File: config.mk
export PLATFORM = sky130hd
export DESIGN_NAME = mem_ref_sequencer_flat
export DESIGN_NICKNAME = d
export VERILOG_FILES = /design/src/rtl/mem_ref_sequencer_if.sv /design/src/rtl/mem_ref_sequencer.sv /design/src/flat_wrapper.sv
export SDC_FILE = /design/constraint.sdc
export NUM_CORES = 1
export LEC_CHECK = 0
export ABC_CLOCK_PERIOD_IN_PS = 2850
export CAP_MARGIN = 25
export CELL_PAD_IN_SITES_DETAIL_PLACEMENT = 0
export CELL_PAD_IN_SITES_GLOBAL_PLACEMENT = 2
export CORE_MARGIN = 2
export CORE_UTILIZATION = 23
export DETAILED_ROUTE_END_ITERATION = 6
export GPL_ROUTABILITY_DRIVEN = 0
export PLACE_DENSITY = 0.9
export SYNTH_ARGS = -nofsm -noshare
export SYNTH_HDL_FRONTEND = slang
export SYNTH_SLANG_ARGS = --single-unit
File: constraint.sdc
create_clock -name clock -period 2.85 [get_ports clock]
set_input_delay 0.4275 -clock clock [delete_from_list [all_inputs] [get_ports clock]]
set_output_delay 0.4275 -clock clock [all_outputs]
set_load 0.01 [all_outputs]
File: src/rtl/mem_ref_sequencer_if.sv
`default_nettype none
// ============================================================================
//  Module      : mem_ref_sequencer_if
//  Description : Bundles the sequencer's handshake inputs (run, stall, ir_op)
//                and its Mini-SRC datapath control outputs.
//                master : drives run/stall/ir_op, observes strobes/status.
//                slave  : the sequencer itself.
//  Ports       : run, stall, ir_op[OPC_W]           (master -> slave)
//                18 control strobes, state[4],
//                busy, done, illegal                (slave -> master)
//  Revision    : 1.0  initial release
// ============================================================================
interface mem_ref_sequencer_if #(
    parameter int OPC_W = 5
);
    logic             run;
    logic             stall;
    logic [OPC_W-1:0] ir_op;

    logic PCout, MARin, IncPC, PCin;
    logic Read, Write, MDRin, MDRout, IRin;
    logic Grb, BAout, Yin, Cout, Zlowin, Zlowout;
    logic Gra, Rin, Rout;

    logic [3:0] state;
    logic       busy;
    logic       done;
    logic       illegal;

    modport master (
        output run, stall, ir_op,
        input  PCout, MARin, IncPC, PCin, Read, Write, MDRin, MDRout, IRin,
               Grb, BAout, Yin, Cout, Zlowin, Zlowout, Gra, Rin, Rout,
               state, busy, done, illegal
    );

    modport slave (
        input  run, stall, ir_op,
        output PCout, MARin, IncPC, PCin, Read, Write, MDRin, MDRout, IRin,
               Grb, BAout, Yin, Cout, Zlowin, Zlowout, Gra, Rin, Rout,
               state, busy, done, illegal
    );
endinterface
`default_nettype wire

File: src/rtl/mem_ref_sequencer.sv
`default_nettype none
// ============================================================================
//  Module      : mem_ref_sequencer
//  Description : Moore control-step sequencer for the Mini-SRC memory-reference
//                instructions ld / ldi / st. Steps IDLE,T0..T7 with
//                configurable memory wait states, stall, auto-run and
//                illegal-opcode detection.
//  Ports       : clock   - system clock, rising edge
//                clear   - synchronous active-high reset
//                bus     - mem_ref_sequencer_if.slave (run, stall, ir_op in;
//                          control strobes, state, busy, done, illegal out)
//  Revision    : 1.0  initial release
// ============================================================================
module mem_ref_sequencer #(
    parameter int               OPC_W    = 5,
    parameter int               MEM_WAIT = 0,
    parameter int               WAIT_W   = 4,
    parameter logic [OPC_W-1:0] OP_LD    = OPC_W'(0),
    parameter logic [OPC_W-1:0] OP_LDI   = OPC_W'(1),
    parameter logic [OPC_W-1:0] OP_ST    = OPC_W'(2),
    parameter bit               AUTO_RUN = 1'b1
) (
    input  wire logic          clock,
    input  wire logic          clear,
    mem_ref_sequencer_if.slave bus
);

    localparam logic [3:0] c_ST_IDLE = 4'd0;
    localparam logic [3:0] c_ST_T0   = 4'd1;
    localparam logic [3:0] c_ST_T1   = 4'd2;
    localparam logic [3:0] c_ST_T2   = 4'd3;
    localparam logic [3:0] c_ST_T3   = 4'd4;
    localparam logic [3:0] c_ST_T4   = 4'd5;
    localparam logic [3:0] c_ST_T5   = 4'd6;
    localparam logic [3:0] c_ST_T6   = 4'd7;
    localparam logic [3:0] c_ST_T7   = 4'd8;

    localparam logic [WAIT_W-1:0] c_MEM_WAIT = WAIT_W'(MEM_WAIT);

    // Bit positions inside the packed strobe vector
    localparam int c_B_PCOUT   = 17;
    localparam int c_B_MARIN   = 16;
    localparam int c_B_INCPC   = 15;
    localparam int c_B_PCIN    = 14;
    localparam int c_B_READ    = 13;
    localparam int c_B_WRITE   = 12;
    localparam int c_B_MDRIN   = 11;
    localparam int c_B_MDROUT  = 10;
    localparam int c_B_IRIN    = 9;
    localparam int c_B_GRB     = 8;
    localparam int c_B_BAOUT   = 7;
    localparam int c_B_YIN     = 6;
    localparam int c_B_COUT    = 5;
    localparam int c_B_ZLOWIN  = 4;
    localparam int c_B_ZLOWOUT = 3;
    localparam int c_B_GRA     = 2;
    localparam int c_B_RIN     = 1;
    localparam int c_B_ROUT    = 0;

    logic [3:0]        state_q, state_d;
    logic [WAIT_W-1:0] wait_q,  wait_d;

    logic        w_is_ld, w_is_ldi, w_is_st, w_legal;
    logic        w_mem_step, w_wait_last, w_step_exit;
    logic [3:0]  w_after_final;
    logic [17:0] w_strobes;
    logic        w_done, w_illegal;

    assign w_is_ld  = (bus.ir_op == OP_LD);
    assign w_is_ldi = (bus.ir_op == OP_LDI);
    assign w_is_st  = (bus.ir_op == OP_ST);
    assign w_legal  = w_is_ld | w_is_ldi | w_is_st;

    // Past T5 only the ld path is told apart; anything else follows the st path.
    assign w_mem_step  = (state_q == c_ST_T1)
                       | ((state_q == c_ST_T6) &  w_is_ld)
                       | ((state_q == c_ST_T7) & ~w_is_ld);
    assign w_wait_last = (wait_q == c_MEM_WAIT);
    assign w_step_exit = ~w_mem_step | w_wait_last;

    assign w_after_final = (AUTO_RUN && bus.run) ? c_ST_T0 : c_ST_IDLE;

    // ------------------------------------------------------------------
    // State register
    // ------------------------------------------------------------------
    always_ff @(posedge clock) begin
        if (clear) begin
            state_q <= c_ST_IDLE;
            wait_q  <= '0;
        end else begin
            state_q <= state_d;
            wait_q  <= wait_d;
        end
    end

    // ------------------------------------------------------------------
    // Next-state logic
    // ------------------------------------------------------------------
    always_comb begin
        state_d = state_q;
        if (!bus.stall) begin
            case (state_q)
                c_ST_IDLE: if (bus.run) state_d = c_ST_T0;
                c_ST_T0:   state_d = c_ST_T1;
                c_ST_T1:   if (w_step_exit) state_d = c_ST_T2;
                c_ST_T2:   state_d = c_ST_T3;
                c_ST_T3:   state_d = w_legal ? c_ST_T4 : c_ST_IDLE;
                c_ST_T4:   state_d = c_ST_T5;
                c_ST_T5:   state_d = w_is_ldi ? w_after_final : c_ST_T6;
                c_ST_T6:   if (w_step_exit) state_d = c_ST_T7;
                c_ST_T7:   if (w_step_exit) state_d = w_after_final;
                default:   state_d = c_ST_IDLE;
            endcase
        end
    end

    // Wait counter: cleared on any step change, advances only while a
    // memory step is being held, frozen by stall.
    always_comb begin
        wait_d = wait_q;
        if (!bus.stall) begin
            if (state_d != state_q)
                wait_d = '0;
            else if (w_mem_step)
                wait_d = wait_q + WAIT_W'(1);
        end
    end

    // ------------------------------------------------------------------
    // Output decode
    // ------------------------------------------------------------------
    always_comb begin
        w_strobes = '0;
        w_done    = 1'b0;
        w_illegal = 1'b0;
        case (state_q)
            c_ST_T0: begin
                w_strobes[c_B_PCOUT] = 1'b1;
                w_strobes[c_B_MARIN] = 1'b1;
                w_strobes[c_B_INCPC] = 1'b1;
                w_strobes[c_B_PCIN]  = 1'b1;
            end
            c_ST_T1: begin
                w_strobes[c_B_READ]  = 1'b1;
                w_strobes[c_B_MDRIN] = 1'b1;
            end
            c_ST_T2: begin
                w_strobes[c_B_MDROUT] = 1'b1;
                w_strobes[c_B_IRIN]   = 1'b1;
            end
            c_ST_T3: begin
                if (w_legal) begin
                    w_strobes[c_B_GRB]   = 1'b1;
                    w_strobes[c_B_BAOUT] = 1'b1;
                    w_strobes[c_B_YIN]   = 1'b1;
                end else begin
                    w_illegal = 1'b1;
                end
            end
            c_ST_T4: begin
                w_strobes[c_B_COUT]   = 1'b1;
                w_strobes[c_B_ZLOWIN] = 1'b1;
            end
            c_ST_T5: begin
                w_strobes[c_B_ZLOWOUT] = 1'b1;
                if (w_is_ldi) begin
                    w_strobes[c_B_GRA] = 1'b1;
                    w_strobes[c_B_RIN] = 1'b1;
                    w_done             = 1'b1;
                end else begin
                    w_strobes[c_B_MARIN] = 1'b1;
                end
            end
            c_ST_T6: begin
                w_strobes[c_B_MDRIN] = 1'b1;
                if (w_is_ld) begin
                    w_strobes[c_B_READ] = 1'b1;
                end else begin
                    w_strobes[c_B_GRA]  = 1'b1;
                    w_strobes[c_B_ROUT] = 1'b1;
                end
            end
            c_ST_T7: begin
                if (w_is_ld) begin
                    w_strobes[c_B_MDROUT] = 1'b1;
                    w_strobes[c_B_GRA]    = 1'b1;
                    w_strobes[c_B_RIN]    = 1'b1;
                    w_done                = 1'b1;
                end else begin
                    w_strobes[c_B_WRITE] = 1'b1;
                    w_done               = w_wait_last;
                end
            end
            default: ;
        endcase
        // A held step must not repeat its side effects; the illegal pulse is
        // gated too so it stays a single cycle even if T3 is stalled.
        if (bus.stall) begin
            w_strobes = '0;
            w_done    = 1'b0;
            w_illegal = 1'b0;
        end
    end

    assign {bus.PCout, bus.MARin, bus.IncPC, bus.PCin, bus.Read, bus.Write,
            bus.MDRin, bus.MDRout, bus.IRin, bus.Grb, bus.BAout, bus.Yin,
            bus.Cout, bus.Zlowin, bus.Zlowout, bus.Gra, bus.Rin, bus.Rout} = w_strobes;

    assign bus.state   = state_q;
    assign bus.busy    = (state_q != c_ST_IDLE);
    assign bus.done    = w_done;
    assign bus.illegal = w_illegal;

endmodule
`default_nettype wire

File: src/flat_wrapper.sv
// flat-port wrapper written by rule: the top's interface ports become plain ports
module mem_ref_sequencer_flat 
#(
    parameter int               OPC_W    = 5,
    parameter int               MEM_WAIT = 0,
    parameter int               WAIT_W   = 4,
    parameter logic [OPC_W-1:0] OP_LD    = OPC_W'(0),
    parameter logic [OPC_W-1:0] OP_LDI   = OPC_W'(1),
    parameter logic [OPC_W-1:0] OP_ST    = OPC_W'(2),
    parameter bit               AUTO_RUN = 1'b1
)
  (clock, clear, bus_run, bus_stall, bus_ir_op, bus_PCout, bus_MARin, bus_IncPC, bus_PCin, bus_Read, bus_Write, bus_MDRin, bus_MDRout, bus_IRin, bus_Grb, bus_BAout, bus_Yin, bus_Cout, bus_Zlowin, bus_Zlowout, bus_Gra, bus_Rin, bus_Rout, bus_state, bus_busy, bus_done, bus_illegal);
  mem_ref_sequencer_if #(.OPC_W(OPC_W)) bus_i ();
  input  wire logic clock;
  input  wire logic clear;
  input wire logic [$bits(bus_i.run)-1:0] bus_run;
  input wire logic [$bits(bus_i.stall)-1:0] bus_stall;
  input wire logic [$bits(bus_i.ir_op)-1:0] bus_ir_op;
  output wire logic [$bits(bus_i.PCout)-1:0] bus_PCout;
  output wire logic [$bits(bus_i.MARin)-1:0] bus_MARin;
  output wire logic [$bits(bus_i.IncPC)-1:0] bus_IncPC;
  output wire logic [$bits(bus_i.PCin)-1:0] bus_PCin;
  output wire logic [$bits(bus_i.Read)-1:0] bus_Read;
  output wire logic [$bits(bus_i.Write)-1:0] bus_Write;
  output wire logic [$bits(bus_i.MDRin)-1:0] bus_MDRin;
  output wire logic [$bits(bus_i.MDRout)-1:0] bus_MDRout;
  output wire logic [$bits(bus_i.IRin)-1:0] bus_IRin;
  output wire logic [$bits(bus_i.Grb)-1:0] bus_Grb;
  output wire logic [$bits(bus_i.BAout)-1:0] bus_BAout;
  output wire logic [$bits(bus_i.Yin)-1:0] bus_Yin;
  output wire logic [$bits(bus_i.Cout)-1:0] bus_Cout;
  output wire logic [$bits(bus_i.Zlowin)-1:0] bus_Zlowin;
  output wire logic [$bits(bus_i.Zlowout)-1:0] bus_Zlowout;
  output wire logic [$bits(bus_i.Gra)-1:0] bus_Gra;
  output wire logic [$bits(bus_i.Rin)-1:0] bus_Rin;
  output wire logic [$bits(bus_i.Rout)-1:0] bus_Rout;
  output wire logic [$bits(bus_i.state)-1:0] bus_state;
  output wire logic [$bits(bus_i.busy)-1:0] bus_busy;
  output wire logic [$bits(bus_i.done)-1:0] bus_done;
  output wire logic [$bits(bus_i.illegal)-1:0] bus_illegal;
  assign bus_i.run = bus_run;
  assign bus_i.stall = bus_stall;
  assign bus_i.ir_op = bus_ir_op;
  assign bus_PCout = bus_i.PCout;
  assign bus_MARin = bus_i.MARin;
  assign bus_IncPC = bus_i.IncPC;
  assign bus_PCin = bus_i.PCin;
  assign bus_Read = bus_i.Read;
  assign bus_Write = bus_i.Write;
  assign bus_MDRin = bus_i.MDRin;
  assign bus_MDRout = bus_i.MDRout;
  assign bus_IRin = bus_i.IRin;
  assign bus_Grb = bus_i.Grb;
  assign bus_BAout = bus_i.BAout;
  assign bus_Yin = bus_i.Yin;
  assign bus_Cout = bus_i.Cout;
  assign bus_Zlowin = bus_i.Zlowin;
  assign bus_Zlowout = bus_i.Zlowout;
  assign bus_Gra = bus_i.Gra;
  assign bus_Rin = bus_i.Rin;
  assign bus_Rout = bus_i.Rout;
  assign bus_state = bus_i.state;
  assign bus_busy = bus_i.busy;
  assign bus_done = bus_i.done;
  assign bus_illegal = bus_i.illegal;
  mem_ref_sequencer #(.OPC_W(OPC_W), .MEM_WAIT(MEM_WAIT), .WAIT_W(WAIT_W), .OP_LD(OP_LD), .OP_LDI(OP_LDI), .OP_ST(OP_ST), .AUTO_RUN(AUTO_RUN)) u_core (.clock(clock), .clear(clear), .bus(bus_i));
endmodule
# Yosys cells after proc, flatten, opt, wreduce, memory -nomap -nowiden
# Index checks and enable logic that the tools add are counted.
# word_totals
register_bits	8
input_bits	9
wordCells	70
output_inout_bits	25
# classes
addsub	1
n_mux	39
bitwise_logic	10
n_eq_ne	11
n_reduce_logical	7
# op_table
operator	n
case mux 4 bit (9 select lines)	1
two-way mux 4 bit	8
two-way mux 18 bit	1
equality test 4 x 3 -> 1 bit (second input constant)	4
two-way mux 1 bit	16
case mux 1 bit (2 select lines)	5
two-way mux 3 bit	3
equality test 4 x 2 -> 1 bit (second input constant)	2
logical NOT 4 bit	2
two-way mux 2 bit	4
equality test 5 x 1 -> 1 bit (second input constant)	1
equality test 5 x 2 -> 1 bit (second input constant)	1
logical NOT 5 bit	1
bitwise OR 1 bit	5
adder 4 x 1 -> 4 bit (second input constant)	1
equality test 4 x 1 -> 1 bit (second input constant)	1
equality test 4 bit (second input constant)	1
!= test 4 bit	1
nonzero test 4 bit	1
NOT 1 bit	3
case mux 1 bit (3 select lines)	1
AND 1 bit	2
AND reduction 2 bit	1
nonzero test 2 bit	1
OR reduction 2 bit	1

# Longest topological paths before layout
# Gate-level depths: netlist of the first run.
# logic_depth
depth_word	12
depth_mapped	9
mapped_depth_nobuf	8

# Worst setup path after synthesis of the first run
# Ideal clock, no wire load.
# synth_timing
path_type	register to register
start	register u_core.wait_q[0]
end	register u_core.wait_q[2]
synth_period_minus_slack_ns	2.358
n_path_buf	1
setup_ns	0.122
stages_incl_launch_ff	10
path_slack_ns	0.492
t_arrival_ns	2.236
t_required_ns	2.728
cell_sequence	dfxtp_1 > inv_1 > ha_1 > or3b_1 > buf_2 > a21boi_1 > or4b_4 > a311oi_4 > nor3_1 > a311o_1
# synth_via
elab_chain_len	8
elab_cells_between_ends	13
cone_classes	add/sub: 1; eq/ne: 1; mux: 7; bitwise: 1; reduce/logical: 3
# synth_rtl
element	line	text
start, declared	mem_ref_sequencer.sv:61	logic [WAIT_W-1:0] wait_q, wait_d;
start signal, assigned	mem_ref_sequencer.sv:92	wait_q <= wait_d;
logical NOT 4 bit	mem_ref_sequencer.sv:78	assign w_wait_last = (wait_q == c_MEM_WAIT);
bitwise OR 1 bit	mem_ref_sequencer.sv:79	assign w_step_exit = ~w_mem_step | w_wait_last;
two-way mux 4 bit (on tied branches)	mem_ref_sequencer.sv:111, mem_ref_sequencer.sv:105, mem_ref_sequencer.sv:110	
case mux 4 bit (9 select lines)	mem_ref_sequencer.sv:102	case (state_q)
two-way mux 4 bit	mem_ref_sequencer.sv:101	if (!bus.stall) begin
!= test 4 bit	mem_ref_sequencer.sv:122	if (state_d != state_q)
nonzero test 2 bit (no line)	--	
AND reduction 2 bit (no line)	--	
# Several ways; a longest one is shown, not always the timed one. The select of a mux whose other input is x is not followed.
# A chain may end at the register's enable or synchronous reset.

# Final worst setup path of the first run
# layout_timing
start	input bus_ir_op[4]
end	output bus_Gra
# layout_via
elab_chain_len	4
elab_cells_between_ends	7
cone_classes	eq/ne: 1; mux: 5; reduce/logical: 1
# layout_rtl
element	line	text
start, declared	flat_wrapper.sv:18	input wire logic [$bits(bus_i.ir_op)-1:0] bus_ir_op;
equality test 5 x 1 -> 1 bit / logical NOT 5 bit (equally long branches)	mem_ref_sequencer.sv:70, mem_ref_sequencer.sv:69	
two-way mux 2 bit, or another cell as far along	mem_ref_sequencer.sv:166	if (w_is_ldi) begin
case mux 1 bit (3 select lines) (*)	mem_ref_sequencer.sv:136	case (state_q)
two-way mux 18 bit (*)	mem_ref_sequencer.sv:198	if (bus.stall) begin
end, declared	flat_wrapper.sv:34	output wire logic [$bits(bus_i.Gra)-1:0] bus_Gra;
# Mark *: on every way between the ends. The rest lies on a longest branch, timed or not.

==> results of run 1 <==
final cells by class:
class / instances / share of cell area
Clock buffer: 3 / 0.0294
Sequential cell: 8 / 0.114
Inverter: 7 / 0.0187
Tap cell: 48 / 0.0428
Multi-Input combinational cell: 94 / 0.462
Timing Repair Buffer: 51 / 0.333
through the flow:
step,util,setup slack [ns]
floorplan,-,0.492
global placement,0.365,0.0296
detailed placement,0.365,-0.0211
CTS,0.376,0.0472
global route,0.378,0.00858
finish,0.378,0.0926
per-layer routing:
layer	routed length, µm	GRT usage
met4	29	0.0306
met5	0	0
met1	1230	0.164
met2	1190	0.201
met3	109	0.0186
state kept, by name, indices dropped and copies added (netlist names):
| name | count |
|---|---|
| u_core.wait_q | 4 |
| u_core.bus.state | 4 |
cell usage after synthesis (3+ instances only):
| master | n |
|---|---|
| nor4_1 | 4 |
| dfxtp_1 | 8 |
| nor3_1 | 4 |
| o21ai_0 | 5 |
| a31oi_1 | 3 |
| buf_4 | 5 |
| nand2b_1 | 6 |
| a21oi_1 | 3 |
| nor2_1 | 18 |
| nand2_1 | 9 |
| inv_1 | 7 |
| a311o_1 | 3 |
| clkbuf_1 | 4 |
critical path, cell delays in order:
cell             delay (ns)
clkdlybuf4s50_1        0.49
or4_4                  0.58
nor2_1                 0.14
nor4_1                 0.08
nand2b_1               0.15
clkdlybuf4s50_1        0.47
power by group through the flow:
stage               clock (mW)  combinational (mW)  sequential (mW)
floorplan                    0              0.0705            0.123
global placement             0               0.130            0.125
detailed placement           0               0.131            0.125
CTS                      0.139               0.131            0.123
global route             0.145               0.143            0.124
finish                   0.134               0.131            0.123
cell families after synthesis:
logic type,count (synthesis),share of synthesized area
and+or+nand+nor,55,0.350
buffers and inverters,19,0.103
AOI/OAI and AO/OA,33,0.293
DFF,8,0.179
adders and majority gates,2,0.0279
muxes,4,0.0474
worst max path at each step:
stage | slack [ns] | end | from
detailed placement | -0.02 | u_core.wait_q[2] | bus_ir_op[4]
global route | 0.009 | bus_done | u_core.bus.state[3]
floorplan | 0.49 | u_core.wait_q[2] | u_core.wait_q[0]
global placement | 0.03 | u_core.wait_q[2] | bus_ir_op[4]
CTS | 0.05 | bus_Read | bus_ir_op[1]
finish | 0.09 | bus_Gra | bus_ir_op[4]
==> metrics.md, run 1 <==
| Metric | Value |
|---|---|
| Clock sink total | 8 |
| Post-CTS Setup Repair Bufs | 0 |
| HPWL after DPL | between 2000 and 2500 µm |
| Switching Power | ~0.11 mW |
| Slew Limit Fails | 0 |
| Switching share of total power | 0.289 |
| Via/cell ratio | slightly below 5 |
| Initial core utilization | 0.241 |
| Post-CTS sizing | 0 |
| Number of synthesized register bits | 8 |
| Initial antenna violation count | 0 |
| Pint | between 0.2 and 0.3 mW |
| H-Tree Depth | 1 |
| I/O pins | 34 |
| Design Area, Final | approximately 1400 µm² |
| Final setup viols | 0 |
| Flop pwr share | 0.316 |
| FILL cells | 380 |
| Total power | approximately 0.39 mW |
| WHS Path Cells | 2 |
| HP Class | flop to flop |
| CP Launch Type | input pin |
| Max Root-Sink Buffers | 2 |
| Most frequent cells in the layout | clkdlybuf4s50_1 (32), nor2_1 (18), buf_4 (18) |
| Die area | around 4400 µm² |
| DRC Markers | 0 |
| Worst EP arrival | 2.33 ns |
| Die X-Extent | approximately 66 µm |
| Total CTS buffers | 3 |
| Worst rel slew slack | 0.730 |
| Yosys warns | 0 |
| Port buffer count | 33 |
| Worst skew pair latency | 0.23 ns |
| Final cell count without fillers | around 210 |
| Fmax | 363 MHz |
| Required @ worst endpoint | ~2.4 ns |
| Main synth FF type | dfxtp_1 |
| Worst-path maximum fanout | 3 |
| Drt pass-1 iters | 4 |
| # rows | 22 |
| Wire per inst | 12.1 µm |
| Maximum vdd drop | approximately 0.00015 V |
| Status | finished clean |
| Clk Tree Root Cell | clkbuf_8 |
| Clk slew on worst S/H paths | around 0.04 ns |
| Core Area | around 3700 µm² |
| Post-synth EDFFs | 0 |
| Synth top area share | 0.179 |
| Netlist cell types | 46 |
| Reg2Reg Depth | 8 |
| Multi-input gate area | 648 µm² |
| R2r endpoint | u_core.wait_q[2] |
| ANT cells | 0 |
| GR Overflow Total | 0 |
| Register Area | between 150 and 200 µm² |
| Post-Syn Area | approximately 900 µm² |
| Leakage power | roughly 0.55 nW |
| Starting DRT DRC Count | 36 |
| Part of the power in combinational logic | 0.339 |
| CTS tree | built |
| WHS Endpoint | u_core.wait_q[3] |
| Hold_ws | roughly 0.48 ns |
| Largest net degree at the start of global routing | 14 |
| Worst Setup End Kind | output port |
| Placed cell count | between 200 and 250 |
| Hold_sp | u_core.wait_q[3] |
| Largest area contributor in the netlist | dfxtp_1 |
| Maxcap violations | 0 |
| Clk pwr share | 0.345 |
| Most common cell after layout, fill and taps aside | clkdlybuf4s50_1 |
| Sequential fraction of the synthesis area | 0.179 |
| Syn Area/Cell | roughly 7.4 µm² |
| Fin crit share | 0.968 |
| Max Clock Skew | about 0.0022 ns |
| PD cells | 276 nW/µm² |
| Reg2reg setup slack | 0.48 ns |
| Area Overhead vs Synth | 56.5% |
| DRT antenna net count | 0 |
| Overall routed net length | between 2000 and 3000 µm |
| Least-Margin Pin Slew | between 0.3 and 0.4 ns |
| Gate Count Post-Synth | around 120 |
| Total GRT Usage | 0.122 |
| Critical path class | input pin to output port |
| Die H | roughly 66 µm |
| Nets | between 150 and 200 |
| Syn Nets | around 130 |
| Placement-stage cell area | around 1400 µm² |
| Post-route setup TNS | 0 ns |
| Routed vias | a little over 1k |
| Layout cells sized above 1 | 0.190 |
| Final Hold Fails | 0 |
| First-pass GRT wire length | approximately 4300 µm |
| Reg2Reg Launch Point | u_core.wait_q[0] |
| Number of global-route vias before repair | approximately 940 |
| Top cells by area, synth | dfxtp_1 (18%), nor2_1 (7.5%), buf_4 (4.2%), nand2b_1 (4.2%), nand2_1 (3.8%) |
| Unrepaired setup endpoints after global routing | false |
| Crit path time final | roughly 2.8 ns |
| Hold_buf cts | 0 |
| Async S/R FF share, synth | 0 |
(Power assumes the default switching activity.)
==> inputs of run 2 (changes only) <==
==> constraint.sdc (replaced) <==
create_clock -name clock -period 2.85 [get_ports clock]
set_input_delay 0.4275 -clock clock [delete_from_list [all_inputs] [get_ports clock]]
set_output_delay 0.4275 -clock clock [all_outputs]
set_load 0.02 [all_outputs]
==> run 2 against run 1 <==
Via count up 2.6%. Sequential power about the same. Largest power group is now combinational logic. Core utilization is 0.44 points higher.
==> metrics.md, run 2 (same netlist as run 1, synthesis figures left out) <==
| Metric | Value |
|---|---|
| Leakage power | 0.594 nW (+7.1%) |
| Initial antenna violation count | 0 (unchanged) |
| Drt pass-1 iters | 4 (unchanged) |
| Area Overhead vs Synth | 58.3% |
| Wire per inst | 12.9 µm (+6.6%) |
| Worst rel slew slack | 0.733 (+0.00325) |
| Hold_buf cts | 0 (unchanged) |
| Worst Setup End Kind | output port |
| DRC Markers | 0 (unchanged) |
| Reg2Reg Launch Point | u_core.wait_q[0] |
| Die H | 66.5 µm (unchanged) |
| Layout cells sized above 1 | 0.201 (+0.0110) |
| Register Area | 161 µm² (+0.78%) |
| Initial core utilization | 0.241 (unchanged) |
| Largest net degree at the start of global routing | 15 (+1) |
| DRT antenna net count | 0 (unchanged) |
| Slew Limit Fails | 0 (unchanged) |
| CTS tree | built |
| Clock sink total | 8 (unchanged) |
| Fmax | 371 MHz (+2.2%) |
| Clk slew on worst S/H paths | 0.04 ns (about the same) |
| Routed vias | 1050 (+2.6%) |
| Clk Tree Root Cell | clkbuf_8 |
| Final setup viols | 0 (unchanged) |
| Most common cell after layout, fill and taps aside | clkdlybuf4s50_1 |
| Nets | 177 (+0.57%) |
| PD cells | 282 nW/µm² (+2.3%) |
| Overall routed net length | 2730 µm (+7.1%) |
| Required @ worst endpoint | 2.42 ns (about the same) |
| I/O pins | 34 (unchanged) |
| Worst-path maximum fanout | 3 (unchanged) |
| Hold_sp | u_core.wait_q[3] |
| Hold_ws | 0.499 ns (+0.0153 ns) |
| First-pass GRT wire length | 4610 µm (+8.1%) |
| FILL cells | 386 (+1.6%) |
| H-Tree Depth | 1 (unchanged) |
| Total GRT Usage | 0.131 (+0.00938) |
| Worst skew pair latency | 0.23 ns (about the same) |
| Number of global-route vias before repair | 985 (+5.3%) |
| # rows | 22 (unchanged) |
| HP Class | flop to flop |
| HPWL after DPL | 2170 µm (+4.6%) |
| Placed cell count | 209 (+0.48%) |
| Critical Path Source | bus_ir_op[4] |
| Status | finished clean |
| Via/cell ratio | 4.95 (+2.2%) |
| GR Overflow Total | 0 (unchanged) |
| Most frequent cells in the layout | clkdlybuf4s50_1 (30), buf_4 (19), nor2_1 (18) |
| Final Hold Fails | 0 (unchanged) |
| Core Area | 3720 µm² (unchanged) |
| ANT cells | 0 (unchanged) |
| Reg2reg setup slack | 0.41 ns (-0.07 ns) |
| Total power | 0.401 mW (+3.5%) |
| Multi-input gate area | 651 µm² (+0.39%) |
| Post-CTS sizing | 0 (unchanged) |
| CP Launch Type | input pin |
| Post-route setup TNS | 0 ns (unchanged) |
| Placement-stage cell area | 1360 µm² (+0.55%) |
| Crit path time final | 2.70 ns (-0.0595 ns) |
| Critical path class | input pin to output port |
| Max Root-Sink Buffers | 2 (unchanged) |
| Maxcap violations | 0 (unchanged) |
| Total CTS buffers | 3 (unchanged) |
| Die X-Extent | 66.5 µm (unchanged) |
| Least-Margin Pin Slew | 0.398 ns (-0.00111 ns) |
| Max Clock Skew | 0.00560 ns (+0.00345 ns) |
| Fin crit share | 0.947 (-0.0209) |
| Final cell count without fillers | 212 (+0.47%) |
| Worst EP arrival | 2.27 ns (-0.06 ns) |
| Design Area, Final | 1420 µm² (+1.2%) |
| Die area | 4420 µm² (unchanged) |
| Maximum vdd drop | 0.000147 V (-3.2%) |
| Starting DRT DRC Count | 100 (+180%) |
| Post-CTS Setup Repair Bufs | 0 (unchanged) |
| Port buffer count | 33 (unchanged) |
| Unrepaired setup endpoints after global routing | false |
run 2: layout make-up:
type | instances | share of cell area
Multi-Input combinational cell | 94 | 0.458
Timing Repair Buffer | 52 | 0.338
Sequential cell | 8 | 0.114
Tap cell | 48 | 0.0423
Clock buffer | 3 | 0.0291
Inverter | 7 | 0.0185
run 2: final timing paths:
path | endpoint | depth (start not counted)
min | u_core.wait_q[3] | 2
max | bus_Rout | 5
max reg2reg | u_core.wait_q[0] | 8
min reg2reg | u_core.wait_q[3] | 2
run 2: worst max-delay path: stages:
cell,delay (ns)
clkdlybuf4s50_1,0.48
or4_1,0.58
nor2_1,0.15
nor4_1,0.08
clkdlybuf4s50_1,0.55
run 2: routing by layer:
| layer | wire [µm] | up-vias | GRT usage |
|---|---|---|---|
| met2 | 1310 | 25 | 0.214 |
| met5 | 0 | - | 0 |
| li1 | - | 535 | - |
| met4 | 0 | 0 | 0.0153 |
| met1 | 1310 | 490 | 0.181 |
| met3 | 112 | 0 | 0.0287 |
run 2: power breakdown:
part	total, mW	internal [mW]	switching (mW)
clock network	0.138	0.0917	0.0463
logic	0.141	0.0681	0.0729
registers	0.122	0.116	0.00542
run 2: per-stage QoR:
stage          utilization  worst slack (ns)
2_1_floorplan            -             0.338
3_3_place_gp         0.367            0.0168
3_5_place_dp         0.367           -0.0913
4_1_cts              0.378           0.00560
5_1_grt              0.382           0.00764
6_report             0.382             0.152
==> inputs of run 3 (changes only) <==
--- a/config.mk
+++ b/config.mk
@@ -7,13 +7,11 @@
 export LEC_CHECK = 0
 export ABC_CLOCK_PERIOD_IN_PS = 2850
 export CAP_MARGIN = 25
-export CELL_PAD_IN_SITES_DETAIL_PLACEMENT = 0
-export CELL_PAD_IN_SITES_GLOBAL_PLACEMENT = 2
-export CORE_MARGIN = 2
-export CORE_UTILIZATION = 23
+export CORE_UTILIZATION = 43
 export DETAILED_ROUTE_END_ITERATION = 6
 export GPL_ROUTABILITY_DRIVEN = 0
 export PLACE_DENSITY = 0.9
+export SETUP_SLACK_MARGIN = 0.1
 export SYNTH_ARGS = -nofsm -noshare
 export SYNTH_HDL_FRONTEND = slang
 export SYNTH_SLANG_ARGS = --single-unit
==> run 3 against run 2 <==
Sequential share of layout area rose by 0.34 points. Non-clock buffer count fell by 1. Die area fell by 49%. Core utilization rose by 33 points. Worst hold slack got worse by 0.0083 ns. Clock-buffer cell count did not move. Sequential power rose by 3%.
==> metrics.md, run 3 (same netlist as run 1, synthesis figures left out) <==
| Metric | Value |
|---|---|
| Die X-Extent | 47.7 µm (-28%) |
| CTS tree | built |
| DRT antenna net count | 0 (unchanged) |
| Worst rel slew slack | 0.760 (+0.0269) |
| Die area | 2270 µm² (-49%) |
| Maximum vdd drop | 0.000225 V (+53%) |
| Clock sink total | 8 (unchanged) |
| WHS Path Cells | 2 (unchanged) |
| Status | finished clean |
| Clk slew on worst S/H paths | 0.05 ns (about the same) |
| I/O pins | 34 (unchanged) |
| PD cells | 255 nW/µm² (-9.7%) |
| CP cell instances | clkdlybuf4s50_1 > nor4_4 > nand2_1 > o21ai_0 > nand2_1 > inv_1 > clkdlybuf4s50_1 |
| Reg2Reg Depth | 8 (unchanged) |
| Maxcap violations | 0 (unchanged) |
| Least-Margin Pin Slew | 0.358 ns (-0.0402 ns) |
| Hold_buf cts | 0 (unchanged) |
| Slowest-stage cell, CP | clkdlybuf4s50_1 |
| Critical path class | input pin to output port |
| Most frequent cells in the layout | clkdlybuf4s50_1 (24), nor2_1 (18), buf_4 (18) |
| First-pass GRT wire length | 4650 µm (+0.89%) |
| # rows | 16 (-27%) |
| Core Area | 1960 µm² (-47%) |
| Most common cell after layout, fill and taps aside | clkdlybuf4s50_1 |
| Initial core utilization | 0.457 (+0.216) |
| Max Root-Sink Buffers | 2 (unchanged) |
| DRC Markers | 0 (unchanged) |
| Clk Tree Root Cell | clkbuf_4 |
| Layout cells sized above 1 | 0.221 (+0.0196) |
| Largest net degree at the start of global routing | 18 (+3) |
| Worst skew pair latency | 0.26 ns (+0.03 ns) |
| ANT cells | 0 (unchanged) |
| Unrepaired setup endpoints after global routing | false |
| HP Class | flop to flop |
| Overall routed net length | 3150 µm (+15%) |
| Placement-stage cell area | 1320 µm² (-3.0%) |
| Total CTS buffers | 3 (unchanged) |
| Crit path time final | 2.67 ns (-0.0324 ns) |
| Buf/Inv on CP | 3 (+1) |
| Total power | 0.357 mW (-11%) |
| Worst-path maximum fanout | 4 (+1) |
| CP Launch Type | input pin |
| Top Family by Delay on Critical Path | buffers and inverters |
| Leakage power | 0.646 nW (+8.6%) |
| Reg2reg setup slack | 0.46 ns (+0.05 ns) |
| Wire per inst | 16.6 µm (+29%) |
| Fmax | 375 MHz (+1.2%) |
| HPWL after DPL | 2430 µm (+12%) |
| GR Overflow Total | 0 (unchanged) |
| Max Clock Skew | 0.00314 ns (-0.00246 ns) |
| R2r endpoint | u_core.wait_q[1] |
| Drt pass-1 iters | 4 (unchanged) |
| Worst Setup End Kind | output port |
| Port buffer count | 33 (unchanged) |
| Via/cell ratio | 5.84 (+18%) |
| Worst EP arrival | 2.24 ns (-0.03 ns) |
| Reg2Reg Launch Point | u_core.wait_q[0] |
| Crit path largest cell delay | 0.59 ns (about the same) |
| Die H | 47.7 µm (-28%) |
| Slew Limit Fails | 0 (unchanged) |
| Final Hold Fails | 0 (unchanged) |
| Final setup viols | 0 (unchanged) |
| Number of global-route vias before repair | 1013 (+2.8%) |
| H-Tree Depth | 1 (unchanged) |
| Hold_sp | u_core.wait_q[3] |
| Area Overhead vs Synth | 56.1% |
| Levels on crit path | 7 (+2) |
| Design Area, Final | 1400 µm² (-1.4%) |
| WHS Endpoint | u_core.wait_q[3] |
| Total GRT Usage | 0.288 (+0.157) |
| Nets | 176 (-0.56%) |
| Initial antenna violation count | 0 (unchanged) |
| Required @ worst endpoint | 2.42 ns (about the same) |
| Fin crit share | 0.935 (-0.0114) |
| Starting DRT DRC Count | 61 (-39%) |
| Routed vias | 1110 (+5.7%) |
run 3: cell types whose count changed in the layout (fill, tap and decap cells not counted), sizes merged:
cell	delta
buf	-1
clkdlybuf4s50	-6
dlygate4sd2	+4
dlymetal6s2s	+2
run 3: worst min-delay path, delay by kind of cell, from the launching register on:
family | cells | cell delay (ns)
flip-flops | 1 | 0.33
AO/OA/AOI/OAI | 1 | 0.06
buffers and inverters | 1 | 0.05
run 3: routing by layer:
layer,vias to the layer above,global-route usage,wire length (µm)
met2,61,0.493,1620
met3,10,0.0830,197
met4,0,0.0778,62
li1,529,-,-
met5,-,0,0
met1,510,0.353,1270
run 3: through the flow:
stage,utilization,cells,hold WS [ns],setup WS [ns],setup TNS [ns]
CTS,0.690,189,0.491,0.0909,0
floorplan,-,121,0.455,0.338,0
detailed placement,0.674,186,0.482,-0.112,-0.260
global placement,0.674,186,0.471,0.0156,0
global route,0.714,190,0.523,0.121,0
finish,0.714,190,0.491,0.185,0
run 3: area by class of cell:
type | instances | area, µm²
flip-flops and latches | 8 | 164
inverters | 7 | 26.3
multi-input cells | 94 | 681
well taps | 27 | 33.8
repair buffers | 51 | 473
clock buffers | 3 | 22.5
fillers | 152 | 562
run 3: timing repair:
action                     in CTS  in global routing
pin swaps                       0                  2
gates resized for setup         7                 10
buffers inserted                0                  1
setup endpoints to repair       7                  9
run 3: worst max path at each step:
| stage | start | end |
|---|---|---|
| 2_1_floorplan | u_core.bus.state[0] | bus_Gra |
| 3_3_place_gp | bus_ir_op[1] | u_core.wait_q[2] |
| 3_5_place_dp | bus_ir_op[1] | u_core.wait_q[2] |
| 4_1_cts | bus_stall | bus_done |
| 5_1_grt | u_core.bus.state[1] | bus_Rin |
| 6_report | bus_stall | bus_Rin |
run 3: where the power goes:
part	internal (mW)	leakage [nW]	switching (mW)
registers	0.116	0.0661	0.00979
logic	0.0687	0.566	0.0749
clock network	0.0482	0.0138	0.0390
total	0.233	0.646	0.124
==> patch 1: new RTL, settings of run 3 <==
`WAIT_W` is set to 4 in 2 places; all go to 3.
--- a/src/rtl/mem_ref_sequencer.sv
+++ b/src/rtl/mem_ref_sequencer.sv
@@ -16,3 +16,3 @@
     parameter int               MEM_WAIT = 0,
-    parameter int               WAIT_W   = 4,
+    parameter int               WAIT_W   = 3,
     parameter logic [OPC_W-1:0] OP_LD    = OPC_W'(0),
--- a/src/flat_wrapper.sv
+++ b/src/flat_wrapper.sv
@@ -5,3 +5,3 @@
     parameter int               MEM_WAIT = 0,
-    parameter int               WAIT_W   = 4,
+    parameter int               WAIT_W   = 3,
     parameter logic [OPC_W-1:0] OP_LD    = OPC_W'(0),
Formal check against the unedited RTL: same outputs for any inputs over 10 cycles, from zero or initial values; that may be too few to reach the edited logic, so the function may still have changed.
==> patch 1 against run 3 <==
Clock power is essentially flat. Cell count shrank 2.6%. Via count shrank 1.8%. Critical endpoint is now bus_BAout. Combinational power shrank 37%. Final area shrank 8.0%. Routed wire length shrank 15%. Worst setup slack lost 47 ps. Total power shrank 20%. Sequential cell count shrank 1. Synthesized area is the same. Count of clock-buffer cells in the layout grew 1. Fmax shrank 1.7%.
==> patch 1: results (changes against run 3) <==
Yosys reg bits=7 (-1); Worst Path Arrival=2280 ps (+40 ps); pre-CTS WS=-43.0 ps (+69.2 ps); fraction of area in multi-input gates=51.8% (+3.2 points); top cells by area, synth=dfxtp_1 16%, nand2_1 5.0%, nor2_1 4.6%; Layout clock area frac=2.04% (+0.43 points); largest net degree at the start of global routing=20 (+2); fraction of layout cells with a size suffix above 1=13.9% (-8.2 points); Crit path largest cell delay=620 ps (+30 ps); Final HPWL DP=2030 µm (-17%); outcome=finished clean; Final Hold Slack=525 ps (+34.5 ps); GRT Util Overall=23.4% (-5.4 points); Post-Syn Area per Cell=6.95 µm² (-6.2%); met3 Use GR=3.02% (-5.3 points); Area Growth Syn to Fin=43.7%; clock buffer count=4 (+1); Syn Nets=140 (+6.1%); wire length of the first global-routing pass=3820 µm (-18%); Signal buffers=40 (-22%); Post-CTS Resized=2 (-5); crit path launch=bus_ir_op[3]; vias in the first global route=936 (-7.6%); peak supply drop=0.257 mV (+14%); Placed Instance Area=1240 µm² (-6.5%); #MultiIn Comb=100 (+6.4%); Worst slew margin=72.4% (-3.6 points); min-delay src=u_core.wait_q[1]$_SDFFE_PP0P_; met2 WL=1380 µm (-15%); pwr dens=222 nW/µm² (-13%); Leak=0.570 nW (-12%); most frequent cells after synthesis=12 x nand2_1, 11 x nor2_1, 7 x clkbuf_1, 7 x dfxtp_1; dpl cells=181 (-2.7%); worst clock skew=6.86 ps (+3.73 ps); Min-Delay Endpoint=u_core.wait_q[1]$_SDFFE_PP0P_; final WL=2660 µm (-15%); post-layout util=65.7% (-5.7 points)
-- patch 1: cell count changes after synthesis, sizes merged, moves of 3 or more --
cell,before,now
nor2b,0,4
nor2,18,12
nor3,4,7
nor4b,3,0
nand2,9,12
clkbuf,4,7
-- patch 1: worst max path at each step --
stage                endpoint  slack, ps
CTS                  bus_done         40
floorplan           bus_MARin        130
global route          bus_Grb         70
detailed placement   bus_done        -40
finish              bus_BAout        140
global placement     bus_done        100
-- patch 1: cells by family (layout without fill, tap and decap cells) --
family	count (synthesis)	after routing	share of synthesized area [%]
AND/OR/NAND/NOR	61	61	38.2
buffers and inverters	22	51	11.6
flip-flops	7	7	15.6
adder cells (fa/ha/maj)	2	2	2.79
XOR/XNOR	2	2	1.95
AO/OA/AOI/OAI	35	35	29.8
-- patch 1: worst min-delay path: stages, from the launching register on --
cell and delay, ps:
dfxtp_1 340, nand2_1 70, o31ai_1 60
-- patch 1: where the power goes --
group	switching, mW	internal [mW]
logic	0.0479	0.0422
clock network	0.0337	0.0533
registers	0.00876	0.101
==> patch 2: new RTL, config.mk and constraints of run 3 <==
Without the edit above. `AUTO_RUN` is set to 1'b1 in 2 places; all go to 1'b0.
--- a/src/rtl/mem_ref_sequencer.sv
+++ b/src/rtl/mem_ref_sequencer.sv
@@ -20,3 +20,3 @@
     parameter logic [OPC_W-1:0] OP_ST    = OPC_W'(2),
-    parameter bit               AUTO_RUN = 1'b1
+    parameter bit               AUTO_RUN = 1'b0
 ) (
--- a/src/flat_wrapper.sv
+++ b/src/flat_wrapper.sv
@@ -9,3 +9,3 @@
     parameter logic [OPC_W-1:0] OP_ST    = OPC_W'(2),
-    parameter bit               AUTO_RUN = 1'b1
+    parameter bit               AUTO_RUN = 1'b0
 )
Check against the original RTL: not equivalent (Yosys sat finds a counterexample within 10 cycles, from zero or initial values).
==> patch 2 against run 3 <==
Total power fell by 11%. Routed wire length down 19%. Synthesized area decreased by 0.98%. Worst setup slack better by 34 ps. Sequential cell count is the same. Sequential share of layout area up 0.46 points. Register-to-register slack better by 370 ps. Final area down 5.3%. Critical path type unchanged.
==> patch 2: results (changes against run 3) <==
Gate power share=33.7% (-6.5 points); met1 WL=1090 µm (-15%); met2 WL=1350 µm (-17%); outcome=finished clean; met1 usage=24.3% (-11 points); FF+latch count=8 (unchanged); fraction of layout cells with a size suffix above 1=17.2% (-4.9 points); Inverters=8 (+1); Syn Inst Count=120 (-0.83%); Comb group=0.106 mW (-26%); Signal buffers=45 (-12%); vias in the first global route=927 (-8.5%); R2R Setup Slk=830 ps (+370 ps); initial core utilization=45.7% (about the same); met3 Use GR=3.77% (-4.5 points); Syn Nets=131 (-0.76%); iteration-0 DRC count of the detailed router=22 (-64%); fraction of area in multi-input gates=48.7% (+0.064 points); met2 GRT Util=44.9% (-4.4 points); #MultiIn Comb=93 (-1.1%); Layout clock area frac=1.70% (+0.090 points); # fillers=162 (+6.6%); Final Hold Slack=493 ps (+2.50 ps); clk pwr=0.0898 mW (+3.0%); dpl cells=181 (-2.7%); Post-CTS Resized=0 (-7); Worst slew margin=67.6% (-8.4 points)
## patch 2: cell types whose count changed after synthesis, moves of 3 or more
cell,change
a311o_1,-3
and3_1,+3
nand2b_1,-3
nand3_1,+6
nor2_1,-6
## patch 2: cell families (layout without fill, tap and decap cells)
kind of cell             count (synthesis)  in the layout  share of synthesized area (%)
AND/OR/NAND/NOR                         62             62                           40.7
buffers and inverters                   19             56                           10.3
flip-flops                               8              8                           18.0
multiplexers                             2              2                           2.25
AO/OA/AOI/OAI                           26             26                           24.9
adder cells (fa/ha/maj)                  2              2                           2.82
XOR/XNOR                                 1              1                          0.986
## patch 2: worst register-to-register path, delay by kind of cell (launching register included)
family | cells | cell delay (ps)
AND/OR/NAND/NOR | 4 | 800
AO/OA/AOI/OAI | 2 | 600
flip-flops | 1 | 360
adder cells (fa/ha/maj) | 1 | 130
buffers and inverters | 1 | 70
## patch 2: stage by stage
step,setup slack [ps],cell area (µm²)
global placement,145,1280
global route,65.1,1330
floorplan,418,888
finish,218,1330
detailed placement,125,1280
CTS,124,1300
